===== src/rtl/traffic_pkg.sv =====
// Shared definitions for the traffic_lights controller and its sensor front end.
package traffic_pkg;

  // Light state encoding on the 2-bit l_a/l_b buses of traffic_lights.
  typedef enum logic [1:0] {
    LightGreen  = 2'd0,
    LightYellow = 2'd1,
    LightRed    = 2'd2
  } light_e;

  // Default conditioning parameters for the road-loop sensors.
  localparam int unsigned DEBOUNCE_DEF     = 4;
  localparam int unsigned MIN_HOLD_DEF     = 8;
  localparam int unsigned STUCK_CYCLES_DEF = 1024;

endpackage


===== src/rtl/sensor_channel.sv =====
// One road-loop sensor channel: 2-flop synchroniser, debounce filter,
// minimum-presence stretch and stuck-high detection with output masking.
module sensor_channel
  import traffic_pkg::*;
#(
  parameter int unsigned DEBOUNCE     = DEBOUNCE_DEF,
  parameter int unsigned MIN_HOLD     = MIN_HOLD_DEF,
  parameter int unsigned STUCK_CYCLES = STUCK_CYCLES_DEF
) (
  input  logic clock,
  input  logic reset,
  input  logic raw,
  output logic t,
  output logic stuck
);

  localparam int unsigned DW = $clog2(DEBOUNCE + 1);
  localparam int unsigned HW = $clog2(MIN_HOLD + 1);
  localparam int unsigned SW = $clog2(STUCK_CYCLES + 1);

  localparam logic [DW-1:0] DcntLast = DW'(DEBOUNCE - 1);
  localparam logic [HW-1:0] HoldLoad = HW'(MIN_HOLD);
  localparam logic [SW-1:0] StuckMax = SW'(STUCK_CYCLES);

  logic          s1_q, s2_q;
  logic          deb_q, deb_d;
  logic [DW-1:0] dcnt_q, dcnt_d;
  logic [HW-1:0] hcnt_q, hcnt_d;
  logic [SW-1:0] scnt_q, scnt_d;

  // Debounce: deb follows s2 only after DEBOUNCE consecutive mismatching cycles.
  always_comb begin
    deb_d  = deb_q;
    dcnt_d = '0;
    if (s2_q != deb_q) begin
      if (dcnt_q == DcntLast) begin
        deb_d = s2_q;
      end else begin
        dcnt_d = dcnt_q + DW'(1);
      end
    end
  end

  // Hold: load on a debounced rise (also reloads mid-hold), else count down to 0.
  always_comb begin
    hcnt_d = hcnt_q;
    if (deb_d && !deb_q) begin
      hcnt_d = HoldLoad;
    end else if (hcnt_q != '0) begin
      hcnt_d = hcnt_q - HW'(1);
    end
  end

  // Stuck: count debounced-high cycles, saturating; any low cycle clears.
  always_comb begin
    scnt_d = scnt_q;
    if (!deb_q) begin
      scnt_d = '0;
    end else if (scnt_q != StuckMax) begin
      scnt_d = scnt_q + SW'(1);
    end
  end

  // State registers with synchronous reset.
  always_ff @(posedge clock) begin
    if (reset) begin
      s1_q   <= 1'b0;
      s2_q   <= 1'b0;
      deb_q  <= 1'b0;
      dcnt_q <= '0;
      hcnt_q <= '0;
      scnt_q <= '0;
    end else begin
      s1_q   <= raw;
      s2_q   <= s1_q;
      deb_q  <= deb_d;
      dcnt_q <= dcnt_d;
      hcnt_q <= hcnt_d;
      scnt_q <= scnt_d;
    end
  end

  // Outputs decode registers only, so they cannot glitch.
  always_comb begin
    stuck = (scnt_q == StuckMax);
    t     = (deb_q | (hcnt_q != '0)) & ~stuck;
  end

endmodule


===== src/rtl/traffic_sensor_conditioner.sv =====
// Conditions the two raw loop sensors into clean t_a/t_b presence inputs.
module traffic_sensor_conditioner
  import traffic_pkg::*;
#(
  parameter int unsigned DEBOUNCE     = DEBOUNCE_DEF,
  parameter int unsigned MIN_HOLD     = MIN_HOLD_DEF,
  parameter int unsigned STUCK_CYCLES = STUCK_CYCLES_DEF
) (
  input  logic clock,
  input  logic reset,
  input  logic raw_a,
  input  logic raw_b,
  output logic t_a,
  output logic t_b,
  output logic stuck_a,
  output logic stuck_b
);

  // Viale Ateneo sensor.
  sensor_channel #(
    .DEBOUNCE    (DEBOUNCE),
    .MIN_HOLD    (MIN_HOLD),
    .STUCK_CYCLES(STUCK_CYCLES)
  ) u_chan_a (
    .clock(clock),
    .reset(reset),
    .raw  (raw_a),
    .t    (t_a),
    .stuck(stuck_a)
  );

  // Viale Accademia sensor.
  sensor_channel #(
    .DEBOUNCE    (DEBOUNCE),
    .MIN_HOLD    (MIN_HOLD),
    .STUCK_CYCLES(STUCK_CYCLES)
  ) u_chan_b (
    .clock(clock),
    .reset(reset),
    .raw  (raw_b),
    .t    (t_b),
    .stuck(stuck_b)
  );

endmodule


===== config.mk =====
export PLATFORM = sky130hd
export DESIGN_NAME = traffic_sensor_conditioner
export DESIGN_NICKNAME = d
export VERILOG_FILES = /design/src/rtl/traffic_pkg.sv /design/src/rtl/sensor_channel.sv /design/src/rtl/traffic_sensor_conditioner.sv
export SDC_FILE = /design/constraint.sdc
export NUM_CORES = 1
export LEC_CHECK = 0
export CAP_MARGIN = 20
export CORE_MARGIN = 3
export CORE_UTILIZATION = 53
export CTS_CLUSTER_SIZE = 25
export DETAILED_ROUTE_END_ITERATION = 12
export PLACE_DENSITY = 0.79
export SKIP_LAST_GASP = 1
export SLEW_MARGIN = 20
export SYNTH_ARGS = -nofsm -noshare
export SYNTH_HDL_FRONTEND = slang
export SYNTH_SLANG_ARGS = --single-unit
export TNS_END_PERCENT = 50

===== constraint.sdc =====
create_clock -name clock -period 1.3 [get_ports clock]
set_input_delay 0.13 -clock clock [delete_from_list [all_inputs] [get_ports clock]]
set_output_delay 0.13 -clock clock [all_outputs]
set_load 0.005 [all_outputs]

==> qor.yml <==
avgSynthCellArea_sq_um: 9.00
synthArstFlopShare: 0
grtUsageMet1: 0.281
crit_slowest_cell: "dfxtp_2"
initial_core_util: 0.570
grt_pass1_wl_mm: 8.27
cts_hold_buffers: 0
cp.required_ns: 1.17
finalMaxSlewViolations: 0
peakVddDrop_uv: 1510
finalSetupViolCount: 27
finClkSkew_ns: 0.00441
numCtsBuffers: 5
use_met2: 0.422
max_freq_mhz: 612
reg2reg_slack_ns: -0.20
hold_path_startpoint: "raw_b"
synth_area_leaders: "dfxtp_1, ha_1, nor2_1"
fp.dieArea_sq_um: 4470
syn2layout_area_growth_pct: 51.1
startpoint_type: "flop"
grt_pass1_vias: 1821
pwr-share-seq: 0.367
drive_gt1_frac: 0.457
p_clk_frac: 0.217
busiest_layer: "met2"
nets: 315
min_period_ns: 1.63
slew-limit-headroom: 0.756
power_density_nw_per_um2: 1390
fin_crit_sh: 1.26
grt-ovfl-total: 0
post_synth_num_cell_types: 34
power_frac_comb: 0.416
hold_path_end: "u_chan_b.s1_q"
synth_nets: 234
track_usage: 0.246
holdPathStages: 2
worstPathArrival_ns: 1.50
ys_ff_latch: 42
die_w_um: 66.8
die_h_um: 66.8
gp_congestion: 0.898
r2r_end: "u_chan_b.hcnt_q[0]"
antenna_found_initial: 0
synth_top_area_frac: 0.429
wl_per_cell_um: 16.6
htree_levels: 2
syn_inst: 218
r2r-start: "u_chan_b.hcnt_q[0]"
reg2reg_depth: 7
synth_edf_count: 0
cts.path.max_buffers: 2
p_sw_mw: 1.25
critPathMaxFanout: 2
hpwl_mm: 2.94
fillers: 173
tritoncts: "done"
viasPerCell: 5.60
vias: 1936
worstSetupPathType: "reg -> out"
cpLargestDelayFamily: "simple AND/OR/NAND/NOR gates"
rsz0062_at_grt: "yes"
netlist_area_sq_um: 1960
fin_ws_ns: -0.335
clkSinkCount: 42
drt-initial-drc-count: 123
cts_root_buf: "clkbuf_8"
worst_pin_slew_ns: 0.365
hold_violations: 0
violations: "setup timing"
hold_path_class: "in -> reg"
status: "finished with violations"
crit_path_max_incr_delay_ns: 0.34
end_kind: "primary output"
path_cells: "nor4b_4 > and4b_1 > buf_6 > nor2_1 > buf_2"
io_buffers: 7
path_clk_slew_ns: 0.08
critPathBufInv: 2
worstSkewPairLatency_ns: 0.30
ant_nets: 0
antennaDiodeCount: 0
grt_max_degree: 13
critPathLaunch: "u_chan_a.scnt_q[9]"
yosysWarningCount: 0
final_util: 0.861
coreArea_sq_um: 3440
ios: 8
internal_power_mw: 2.87
grt_use_met3: 0.0725
row_count: 21
dp_cells: 321
drt_wl_total_mm: 5.74
drcViolationCount: 0
layoutNonFillerInstCount: 346
netSwitchingFraction: 0.304
synth_ff_type: "dfxtp_1"
ys_seq_area_frac: 0.429
yosys.area.top_type: "dfxtp_1"
max_cap_viol_count: 0
first_pass_iters: 4
p_leak_nw: 1.17
## worst register-to-register path: cells and delay by family, from the launching register on
family                     cells  cell delay (ns)
and+or+nand+nor                2             0.45
buffers and inverters          3             0.34
DFF                            1             0.33
xor gates and xnor gates       1             0.14
adders and majority gates      1             0.13
## power by group through the flow
| stage | Sequential (mW) | Clock [mW] | Combinational [mW] |
|---|---|---|---|
| 2_1_floorplan | 1.52 | 0 | 0.623 |
| 3_3_place_gp | 1.50 | 0 | 1.17 |
| 3_5_place_dp | 1.51 | 0 | 1.21 |
| 4_1_cts | 1.50 | 0.900 | 1.43 |
| 5_1_grt | 1.53 | 0.950 | 1.86 |
| 6_report | 1.51 | 0.895 | 1.71 |
## per-stage QoR
stage / hold WS [ns] / power [mW] / setup slack (ns) / area, sq um / TNS [ns]
after floorplan: 0.258 / 2.14 / -0.0355 / 1980 / -0.0355
after CTS: 0.378 / 3.83 / -0.309 / 2770 / -1.97
after global placement: 0.408 / 2.67 / -0.292 / 2490 / -2.71
final: 0.379 / 4.12 / -0.335 / 2960 / -2.78
after detailed placement: 0.417 / 2.72 / -0.342 / 2490 / -3.52
after global routing: 0.395 / 4.34 / -0.396 / 2960 / -4.57
## worst max-delay path by stage
stage	endpoint	slack (ns)	cells after the start
after detailed placement	t_b	-0.34	6
after floorplan	u_chan_a.scnt_q[10]	-0.04	4
after global routing	t_a	-0.40	5
after global placement	t_a	-0.29	6
final	t_a	-0.33	5
after CTS	t_b	-0.31	6
## cell type report
type | instances | area [sq um] | area share
well taps | 46 | 57.6 | 0.0194
inverters | 14 | 52.6 | 0.0177
repair buffers | 80 | 656 | 0.221
flip-flops and latches | 42 | 862 | 0.291
clock buffers | 7 | 86.3 | 0.0291
multi-input cells | 156 | 1240 | 0.420
clock inverters | 1 | 5.00 | 0.00169
## per-layer routing
layer / up-vias / part of all wire
met2: 69 / 0.53
met3: 14 / 0.053
met1: 925 / 0.40
met4: 0 / 0.020
li1: 928 / -
met5: - / 0
## synthesized netlist by cell type, drive strengths merged, types with 6 or more instances
cell    instances
o21ai           6
ha             12
nand3           8
nand2b          8
dfxtp          42
nand2          12
nor2           24
or3             8
inv            14
nor2b           6
nand3b          6
mux2i           8
a21oi          12
## kinds of logic after synthesis
logic type      after synthesis  share of synthesized area
compound gates               32                     0.0976
xor+xnor                      8                     0.0357
fa+ha+maj                    12                     0.0765
buf+inv                      20                     0.0434
flops                        42                      0.429
mux                           8                     0.0408
simple gates                 96                      0.277
## sequential cells by signal, indices dropped and copies added (netlist names), 3 cells and up
| register | flops |
|---|---|
| u_chan_a.hcnt_q | 4 |
| u_chan_a.dcnt_q | 3 |
| u_chan_b.scnt_q | 11 |
| u_chan_b.hcnt_q | 4 |
| u_chan_b.dcnt_q | 3 |
| u_chan_a.scnt_q | 11 |
## placed cells by master, fill, tap and decap left out, types with 3 or more instances in the layout
| cell | instances |
|---|---|
| buf_4 | 61 |
| dfxtp_1 | 27 |
| nor2_1 | 19 |
| buf_6 | 14 |
| dfxtp_2 | 14 |
| nand2_1 | 11 |
| a21oi_1 | 10 |
| inv_1 | 9 |
| nand2b_1 | 8 |
| mux2i_1 | 8 |
| nor2b_1 | 6 |
| o21ai_0 | 6 |
| nand3_1 | 6 |
| nand3b_1 | 6 |
| ha_1 | 6 |
| clkbuf_8 | 6 |
| inv_2 | 5 |
| nand4_1 | 5 |
| or3_1 | 5 |
| ha_4 | 5 |
| nor2_2 | 4 |
| a211oi_2 | 4 |
| o31ai_1 | 4 |
| xor2_1 | 4 |
| or4_1 | 3 |
| nor3_1 | 3 |
| a31oi_1 | 3 |
| clkdlybuf4s50_1 | 3 |
## repair_timing
item	CTS	global route
endpoints found under the setup margin	27	30
gates resized for setup	52	34
buffers inserted	8	13
pin swaps	12	16
Power figures use the tool's default switching activity.
